`config.mk`:
```
export PLATFORM = sky130hd
export DESIGN_NAME = fetch_debug_ctrl
export DESIGN_NICKNAME = d
export VERILOG_FILES = /design/src/rtl/fetch_debug_ctrl.sv
export SDC_FILE = /design/constraint.sdc
export NUM_CORES = 1
export LEC_CHECK = 0
export ABC_CLOCK_PERIOD_IN_PS = 5200
export CAP_MARGIN = 20
export CORE_MARGIN = 1.5
export CORE_UTILIZATION = 43
export DETAILED_ROUTE_END_ITERATION = 10
export PLACE_DENSITY = 0.72
export SKIP_CTS_REPAIR_TIMING = 1
export SYNTH_ARGS = -nofsm -noshare
export SYNTH_HDL_FRONTEND = slang
export SYNTH_SLANG_ARGS = --single-unit
```
`constraint.sdc`:
```
create_clock -name clk -period 5.2 [get_ports clk]
set_input_delay 1.04 -clock clk [delete_from_list [all_inputs] [get_ports clk]]
set_output_delay 1.04 -clock clk [all_outputs]
set_load 0.005 [all_outputs]
```
`src/rtl/fetch_debug_ctrl.sv`:
```
// Debug-link sequencer for the fetch stage: decodes command bytes, loads
// instruction words into instruction memory, then runs or single-steps the pipeline.
module fetch_debug_ctrl #(
    parameter int          ADDR_WIDTH = 10,
    parameter logic [31:0] HALT_WORD  = 32'hFFFFFFFF,
    parameter logic [7:0]  CMD_LOAD   = 8'h01,
    parameter logic [7:0]  CMD_RUN    = 8'h02,
    parameter logic [7:0]  CMD_STEP   = 8'h03,
    parameter logic [7:0]  CMD_TICK   = 8'h04,
    parameter logic [7:0]  CMD_EXIT   = 8'h05
) (
    input  logic                  clk,
    input  logic                  rst,
    input  logic [7:0]            i_rx_data,
    input  logic                  i_rx_done,
    input  logic                  i_halt,
    output logic                  o_write_inst_mem,
    output logic [ADDR_WIDTH-1:0] o_inst_mem_addr,
    output logic [31:0]           o_inst_mem_data,
    output logic                  o_enable,
    output logic                  o_pipe_clear,
    output logic                  o_program_loaded,
    output logic                  o_load_error,
    output logic                  o_done,
    output logic [31:0]           o_cycle_count
);

    // Byte link handshake: i_rx_data is valid only in the cycle i_rx_done is high;
    // there is no back-pressure, so every strobe is consumed or deliberately ignored.

    typedef enum logic [2:0] {
        S_IDLE, S_LOAD, S_WRITE, S_RUN, S_STEP, S_DONE
    } state_t;

    localparam logic [ADDR_WIDTH-1:0] ADDR_LAST = '1;

    state_t      state;
    logic [1:0]  byte_idx;
    logic [23:0] word_hi;

    always_ff @(posedge clk or posedge rst) begin
        if (rst) begin
            state            <= S_IDLE;
            byte_idx         <= 2'd0;
            word_hi          <= 24'd0;
            o_write_inst_mem <= 1'b0;
            o_inst_mem_addr  <= '0;
            o_inst_mem_data  <= 32'd0;
            o_enable         <= 1'b0;
            o_pipe_clear     <= 1'b0;
            o_program_loaded <= 1'b0;
            o_load_error     <= 1'b0;
            o_done           <= 1'b0;
            o_cycle_count    <= 32'd0;
        end else begin
            o_write_inst_mem <= 1'b0;
            o_pipe_clear     <= 1'b0;
            if (o_enable && o_cycle_count != 32'hFFFFFFFF)
                o_cycle_count <= o_cycle_count + 32'd1;

            case (state)
                S_IDLE, S_DONE: begin
                    o_enable <= 1'b0;
                    if (i_rx_done) begin
                        if (i_rx_data == CMD_LOAD) begin
                            state            <= S_LOAD;
                            byte_idx         <= 2'd0;
                            o_inst_mem_addr  <= '0;
                            o_program_loaded <= 1'b0;
                            o_load_error     <= 1'b0;
                            o_done           <= 1'b0;
                        end else if (i_rx_data == CMD_RUN && o_program_loaded) begin
                            state         <= S_RUN;
                            o_pipe_clear  <= 1'b1;
                            o_cycle_count <= 32'd0;
                            o_done        <= 1'b0;
                        end else if (i_rx_data == CMD_STEP && o_program_loaded) begin
                            state         <= S_STEP;
                            o_pipe_clear  <= 1'b1;
                            o_cycle_count <= 32'd0;
                            o_done        <= 1'b0;
                        end
                    end
                end
                S_LOAD: begin
                    if (i_rx_done) begin
                        byte_idx <= byte_idx + 2'd1;
                        case (byte_idx)
                            2'd0: word_hi[23:16] <= i_rx_data;
                            2'd1: word_hi[15:8]  <= i_rx_data;
                            2'd2: word_hi[7:0]   <= i_rx_data;
                            default: begin
                                o_inst_mem_data  <= {word_hi, i_rx_data};
                                o_write_inst_mem <= 1'b1;
                                state            <= S_WRITE;
                            end
                        endcase
                    end
                end
                S_WRITE: begin
                    if (o_inst_mem_data == HALT_WORD) begin
                        o_program_loaded <= 1'b1;
                        state            <= S_IDLE;
                    end else if (o_inst_mem_addr == ADDR_LAST) begin
                        o_load_error <= 1'b1;
                        state        <= S_IDLE;
                    end else begin
                        o_inst_mem_addr <= o_inst_mem_addr + 1'b1;
                        state           <= S_LOAD;
                        // A byte landing in the write cycle starts the next word.
                        if (i_rx_done) begin
                            word_hi[23:16] <= i_rx_data;
                            byte_idx       <= 2'd1;
                        end
                    end
                end
                S_RUN: begin
                    if (i_halt) begin
                        o_enable <= 1'b0;
                        o_done   <= 1'b1;
                        state    <= S_DONE;
                    end else begin
                        o_enable <= 1'b1;
                    end
                end
                S_STEP: begin
                    o_enable <= 1'b0;
                    if (i_halt) begin
                        o_done <= 1'b1;
                        state  <= S_DONE;
                    end else if (i_rx_done && i_rx_data == CMD_TICK) begin
                        o_enable <= 1'b1;
                    end else if (i_rx_done && i_rx_data == CMD_EXIT) begin
                        state <= S_IDLE;
                    end
                end
                default: state <= S_IDLE;
            endcase
        end
    end

endmodule

```
==> reports/summary.log, run 1 <==
qor: outcome.outcome finished, final reports clean
qor: setup_path.timing.reg2reg.worst_path_depth 5
qor: layout.fin_cells 796
qor: cts.clkLatencyLatePin 360 ps
qor: route.drt_first_iter_violations 374
qor: layout.fillCellCount 1081
qor: timing.slew-limit-headroom 0.4104
qor: synthesis.synthesis.area 5715 µm²
qor: floorplanning.io_pins 92
qor: setup_path.critPathMaxStageDelay 640 ps
qor: place.hpwlAfterDp 9668 µm
qor: layout.finalNetCount 637
qor: synthesis.number_of_synthesized_flops_with_an_enable_pin 0
qor: floorplanning.total_number_of_placement_rows 41
qor: setup_path.cp_data_required_time 5440 ps
qor: worst_hold_path.min_from word_hi[12]
qor: layout.layout.cells.most_common_list sky130_fd_sc_hd__dfrtp_1 (109), sky130_fd_sc_hd__clkdlybuf4s50_1 (91), sky130_fd_sc_hd__nand2_1 (50), sky130_fd_sc_hd__mux2_2 (48), sky130_fd_sc_hd__nand3_1 (27)
qor: worst_hold_path.worstHoldPathType reg2reg
qor: setup_path.reg2reg_slack 2370 ps
qor: timing.final_min_period_over_clock_period 0.6260
qor: layout.post-route-cell-area 7082 µm²
qor: pwr.comb_power_share 0.260
qor: worst_hold_path.timing.hold.worst_path_depth 1
qor: cts.clk_pin_slew_worst_paths 70 ps
qor: pwr.power.internal 0.001745 W
qor: timing.rsz_0062_raised_after_global_routing no
qor: pwr.cellLeakagePower 2.853 nW
qor: timing.hold_violations 0
qor: place.placed_cells 778
qor: route.drt_pre_antenna_iters 5
qor: global_routing.antenna_found_initial 0
qor: setup_path.worst-setup-path-type in2reg
qor: global_routing.grt_first_pass_wirelength 22640 µm
qor: timing.final.setup_skew 10.03 ps
qor: setup_path.timing.critical_path.max_delay_family simple AND/OR/NAND/NOR gates
qor: floorplanning.die_area 13990 µm²
qor: place.place.port_buffers 91
qor: route.wl_per_cell 17.29 µm
qor: setup_path.worst-path-buf-inv 2
qor: setup_path.r2r-start state[1]
qor: route.drtAntennaViolNets 0
qor: layout.fin_util 0.5544
qor: timing.tns 0 ps
qor: layout.multi_input_area 2781 µm²
qor: synthesis.synth-seq-cells 109
qor: setup_path.worst_ep_arrival_time 3490 ps
qor: layout.drive_gt1_frac 0.1987
qor: pwr.clock_power_share 0.305
qor: synthesis.postSynth.topFlopCell sky130_fd_sc_hd__dfrtp_1
qor: synthesis.synth_fp_nets 551
qor: timing.finalMaxSlewViolations 0
qor: cts.htree_num_levels 3
qor: floorplanning.fp.dieH 118.3 µm
qor: setup_path.path_depth 6
qor: timing.worst_hold_slack 505.5 ps
qor: timing.final-setup-viol-count 0
qor: synthesis.yosys_warnings 0
qor: pwr.p_sw 0.0008115 W
qor: place.place.gp.congestion 0.8642
qor: synthesis.number_of_distinct_library_cells_after_synthesis 70
qor: layout.area_growth 23.91%
qor: synthesis.number_of_cells_produced_by_synthesis 533
qor: layout.num_antenna_cells 0
qor: pwr.seqPwrFrac 0.436
qor: setup_path.cp_max_fo 17
qor: floorplanning.die_x 118.3 µm
qor: cts.cts.sinks 109
qor: synthesis.synth-seq-area-share 0.4772
qor: flow_run.max-cap-violations 0
qor: global_routing.overflow 0
qor: pwr.maximum_ir_drop_on_the_vdd_rail 0.0002811 V
qor: setup_path.worst_reg2reg_endpoint o_inst_mem_addr[1]
qor: pwr.cellPowerDensity 361.0 nW/µm²
qor: cts.cts.path.max_buffers 2
qor: global_routing.gr-usage-all-layers 0.2001
qor: pwr.switching_share 0.3174
qor: global_routing.maximum_number_of_pins_on_one_net_before_global_route_repair 48
qor: synthesis.post_synth.cell_area_avg 10.72 µm²
qor: setup_path.slowest_stage sky130_fd_sc_hd__or4b_1
qor: setup_path.end_kind flip-flop
qor: cts.numCtsBuffers 9
qor: timing.worst-slew-pin-transition 878.6 ps
qor: cts.ctsRootBufferMaster sky130_fd_sc_hd__clkbuf_16
qor: route.drt_drc_violations_left 0
qor: setup_path.critical_path.cell_chain clkdlybuf4s50_1 -> or4b_1 -> nor2_1 -> and4_1 -> buf_4 -> nor2_1
qor: setup_path.crit_path_frequent_cell sky130_fd_sc_hd__nor2_1
qor: cts.tritoncts_clock_tree done
qor: floorplanning.floorplan.initialDensity 0.4474
qor: floorplanning.core 12770 µm²
qor: global_routing.vias_in_the_first_global_route 4381
qor: worst_hold_path.min_delay_worst_endpoint o_inst_mem_data[20]
qor: route.num_vias 4551
qor: route.per_cell_via_count_in_the_routed_design 5.717
qor: route.wl 13770 µm
qor: layout.regArea 2728 µm²
qor: setup_path.start_kind input port
qor: layout.mostFrequentLayoutCell sky130_fd_sc_hd__dfrtp_1
qor: timing.timing.fmax 307.2 MHz
qor: timing.final.min_clock_period 3255 ps
qor: synthesis.synth-async-reset-ratio 1.000
qor: place.postPlaceCellArea 6720 µm²
[synth_stat cells, types with 4 or more instances]
master | n | area (µm²)
sky130_fd_sc_hd__nand2b_1 | 7 | 43.79
sky130_fd_sc_hd__or3_1 | 7 | 43.79
sky130_fd_sc_hd__inv_1 | 11 | 41.29
sky130_fd_sc_hd__nand4_1 | 18 | 112.6
sky130_fd_sc_hd__nor2_1 | 17 | 63.81
sky130_fd_sc_hd__ha_1 | 6 | 75.07
sky130_fd_sc_hd__xnor2_1 | 4 | 35.03
sky130_fd_sc_hd__nor3_1 | 8 | 40.04
sky130_fd_sc_hd__dfrtp_1 | 109 | 2728
sky130_fd_sc_hd__mux2i_1 | 5 | 50.05
sky130_fd_sc_hd__xor2_1 | 4 | 35.03
sky130_fd_sc_hd__buf_2 | 5 | 25.02
sky130_fd_sc_hd__o31ai_1 | 15 | 112.6
sky130_fd_sc_hd__nor4_1 | 7 | 43.79
sky130_fd_sc_hd__nor2b_1 | 11 | 68.82
sky130_fd_sc_hd__and2_1 | 6 | 37.54
sky130_fd_sc_hd__a21oi_1 | 15 | 75.07
sky130_fd_sc_hd__o211ai_1 | 12 | 90.09
sky130_fd_sc_hd__buf_6 | 4 | 45.04
sky130_fd_sc_hd__o21ai_1 | 8 | 40.04
sky130_fd_sc_hd__and3_1 | 6 | 37.54
sky130_fd_sc_hd__nand2_1 | 50 | 187.7
sky130_fd_sc_hd__and4_1 | 6 | 52.55
sky130_fd_sc_hd__clkbuf_1 | 7 | 26.28
sky130_fd_sc_hd__or3_2 | 6 | 45.04
sky130_fd_sc_hd__or4_2 | 9 | 78.83
sky130_fd_sc_hd__nand3_1 | 27 | 135.1
sky130_fd_sc_hd__a21oi_2 | 15 | 131.4
sky130_fd_sc_hd__o21ai_0 | 19 | 95.09
sky130_fd_sc_hd__mux2_2 | 48 | 540.5
[registers in the layout, summed over array words and instances, names as in the netlist]
signal	count
byte_idx	2
o_cycle_count	32
o_done	1
o_enable	1
o_inst_mem_addr	10
o_inst_mem_data	32
o_load_error	1
o_pipe_clear	1
o_program_loaded	1
o_write_inst_mem	1
state	3
word_hi	24
[area by class of cell]
class                      count  share of cell area
clock buffer                  11             0.03569
sequential                   109              0.3852
clock inverter                 5             0.01254
timing repair buffer          98              0.1367
multi-input combinational    389              0.3928
inverter                      12            0.006714
tap                          172             0.03039
[worst max path at each step]
stage | startpoint | end | slack [ps]
floorplan | rst | byte_idx[0] | 1290
global route | i_rx_data[2] | o_cycle_count[28] | 1800
finish | i_rx_data[2] | o_cycle_count[24] | 1940
global placement | i_rx_data[2] | o_cycle_count[26] | 1640
CTS | i_rx_data[2] | o_cycle_count[24] | 1960
detailed placement | i_rx_data[2] | o_cycle_count[24] | 1580
[metrics by stage]
| stage | setup slack, ps | total power [W] |
|---|---|---|
| final | 1945 | 0.002556 |
| after global routing | 1799 | 0.002706 |
| after CTS | 1956 | 0.002578 |
| after detailed placement | 1581 | 0.001791 |
| after global placement | 1638 | 0.001761 |
| after floorplan | 1286 | 0.001549 |
[kinds of logic after synthesis]
family,Yosys count,share of synthesized area
xor gates and xnor gates,8,0.01226
AOI/OAI and AO/OA,114,0.1447
adders and majority gates,6,0.01313
buffers and inverters,35,0.03721
muxes,53,0.1033
DFF,109,0.4772
and+or+nand+nor,208,0.2121
[power groups by stage]
stage | Sequential, W | Clock [W] | Combinational, W
2_1_floorplan | 0.00108 | 0 | 0.000470
3_3_place_gp | 0.00112 | 0 | 0.000641
3_5_place_dp | 0.00113 | 0 | 0.000663
4_1_cts | 0.00111 | 0.000797 | 0.000668
5_1_grt | 0.00114 | 0.000829 | 0.000739
6_report | 0.00111 | 0.000779 | 0.000664
[layer usage]
metal	up-vias	wire length [µm]	global-route usage
li1	2166	-	-
met1	2233	6238	0.2680
met2	133	6487	0.3114
met3	19	818	0.06081
met4	0	221	0.06174
met5	-	0	0
Note: power is estimated with default switching activity, not from simulation.
==> run 2, diff against run 1 <==
Settings changed: ABC_CLOCK_PERIOD_IN_PS 5200 to 3200.
Clock period 5.2 ns to 3.2 ns, I/O delays scaled along.
==> reports/summary.log, run 2 (synthesis results as in run 1) <==
qor: global_routing.overflow 0
qor: pwr.comb_power_share 0.275
qor: timing.slew-limit-headroom 0.4418
qor: route.num_vias 4773
qor: place.place.port_buffers 91
qor: setup_path.critPathMaxStageDelay 800 ps
qor: floorplanning.io_pins 92
qor: setup_path.worst_ep_arrival_time 2880 ps
qor: pwr.power.internal 0.002660 W
qor: setup_path.timing.critical_path.max_delay_family compound AO/OA/AOI/OAI gates
qor: route.drt_first_iter_violations 334
qor: layout.reg.largest.list o_cycle_count (32), o_inst_mem_data (32), word_hi (24)
qor: setup_path.end_kind flip-flop
qor: global_routing.gr-usage-all-layers 0.2149
qor: timing.finalMaxSlewViolations 0
qor: cts.ctsRootBufferMaster sky130_fd_sc_hd__clkbuf_16
qor: route.met3RoutedLength 712 µm
qor: floorplanning.die_area 13990 µm²
qor: layout.drive_gt1_frac 0.2073
qor: setup_path.slowest_stage sky130_fd_sc_hd__o31ai_4
qor: cts.tritoncts_clock_tree done
qor: route.per_cell_via_count_in_the_routed_design 5.937
qor: pwr.maximum_ir_drop_on_the_vdd_rail 0.0004654 V
qor: setup_path.cp_data_required_time 3420 ps
qor: setup_path.start_kind flip-flop
qor: cts.clkLatencyLatePin 360 ps
qor: setup_path.critical_path.cell_chain ha_1 -> and2_1 -> nand4_4 -> o31ai_4 -> buf_4 -> or4_2 -> a21oi_2
qor: route.routed.top_layer met4
qor: timing.timing.fmax 376.8 MHz
qor: floorplanning.die_x 118.3 µm
qor: setup_path.worst-setup-path-type reg2reg
qor: route.drtAntennaViolNets 0
qor: layout.regArea 2728 µm²
qor: cts.numCtsBuffers 9
qor: place.hpwlAfterDp 10380 µm
qor: pwr.switching_share 0.3319
qor: timing.final.setup.worst_slack 546.1 ps
qor: pwr.cellPowerDensity 560.4 nW/µm²
qor: pwr.clock_power_share 0.271
qor: pwr.p_sw 0.001322 W
qor: timing.worst-slew-pin-transition 837.3 ps
qor: floorplanning.fp.dieH 118.3 µm
qor: route.detail_route.wirelength.met1 6454 µm
qor: place.worst_setup_slack_post_dpl 321.6 ps
qor: timing.final.setup_skew 12.73 ps
qor: floorplanning.total_number_of_placement_rows 41
qor: route.met2RoutedLength 6973 µm
qor: global_routing.grt_first_pass_wirelength 24030 µm
qor: global_routing.maximum_number_of_pins_on_one_net_before_global_route_repair 53
qor: worst_hold_path.worstHoldPathType reg2reg
qor: route.drt_pre_antenna_iters 4
qor: setup_path.worst-path-buf-inv 1
qor: timing.hold_violations 0
qor: layout.finalNetCount 645
qor: floorplanning.floorplan.initialDensity 0.4474
qor: global_routing.vias_in_the_first_global_route 4693
qor: route.drt_drc_violations_left 0
qor: cts.cts.path.max_buffers 2
qor: timing.worst_hold_slack 505.0 ps
qor: outcome.outcome finished, final reports clean
qor: layout.area_growth 24.32%
qor: layout.num_antenna_cells 0
qor: pwr.cellLeakagePower 2.860 nW
qor: cts.clk_pin_slew_worst_paths 70 ps
qor: route.wl_per_cell 17.91 µm
qor: place.place.gp.congestion 0.8410
qor: timing.final.min_clock_period 2654 ps
qor: setup_path.cp_max_fo 22
qor: layout.layout.cells.most_common_list sky130_fd_sc_hd__dfrtp_1 (109), sky130_fd_sc_hd__clkdlybuf4s50_1 (91), sky130_fd_sc_hd__nand2_1 (50), sky130_fd_sc_hd__mux2_2 (48), sky130_fd_sc_hd__nand3_1 (27)
qor: floorplanning.core 12770 µm²
qor: cts.cts.sinks 109
qor: layout.fin_cells 804
qor: timing.final_min_period_over_clock_period 0.8294
qor: cts.htree_num_levels 3
qor: timing.final-setup-viol-count 0
qor: layout.mostFrequentLayoutCell sky130_fd_sc_hd__dfrtp_1
qor: timing.tns 0 ps
qor: route.wl 14400 µm
qor: layout.multi_input_area 2781 µm²
qor: pwr.seqPwrFrac 0.454
qor: timing.rsz_0062_raised_after_global_routing no
qor: flow_run.max-cap-violations 0
qor: layout.fillCellCount 1096
qor: place.placed_cells 788
qor: global_routing.antenna_found_initial 0
run 2: cell types whose count changed in the layout (fill, tap and decap cells not counted), sizes merged:
cell,change
buf,+8
bufinv,-2
clkinv,+2
clkinvlp,+2
inv,-2
run 2: final cells by class:
type                    instances  area share
clock buffers                  11     0.03416
inverters                      12    0.006867
flip-flops and latches        109      0.3839
well taps                     172     0.03029
repair buffers                106      0.1476
clock inverters                 5    0.005811
multi-input cells             389      0.3914
run 2: worst paths after layout:
check | start | endpoint | slack, ps | cells past startpoint
hold reg to reg | word_hi[6] | o_inst_mem_data[14] | 510 | 1
max in group asynchronous | rst | word_hi[15] | 1770 | 3
min in group asynchronous | rst | o_program_loaded | 700 | 2
hold / removal | word_hi[6] | o_inst_mem_data[14] | 510 | 1
setup reg to reg | o_cycle_count[0] | o_cycle_count[9] | 550 | 7
setup / recovery | o_cycle_count[0] | o_cycle_count[9] | 550 | 7
run 2: metrics by stage:
stage	cell area (µm²)	total power, W	util
2_1_floorplan	5719	0.002518	-
3_3_place_gp	6822	0.002866	0.5340
3_5_place_dp	6822	0.002920	0.5340
4_1_cts	7106	0.004003	0.5563
5_1_grt	7106	0.004212	0.5563
6_report	7106	0.003982	0.5563
run 2: worst register-to-register path, delay by kind of cell, from the launching register on:
| family | cells | cell delay, ps |
|---|---|---|
| compound gates | 2 | 850 |
| buf+inv | 1 | 330 |
| simple gates | 3 | 610 |
| fa+ha+maj | 1 | 260 |
| flops | 1 | 490 |
run 2: power groups by stage:
stage	Sequential (W)	Clock (W)	Combinational (W)
3_5_place_dp	0.00183	0	0.00109
5_1_grt	0.00184	0.00115	0.00123
6_report	0.00181	0.00108	0.00110
4_1_cts	0.00180	0.00110	0.00110
3_3_place_gp	0.00182	0	0.00105
2_1_floorplan	0.00175	0	0.000765
run 2: routing by layer:
layer | up-vias | GRT usage
met1 | 2428 | 0.2837
met5 | - | 0
li1 | 2187 | -
met4 | 0 | 0.07774
met3 | 20 | 0.04392
met2 | 138 | 0.3499
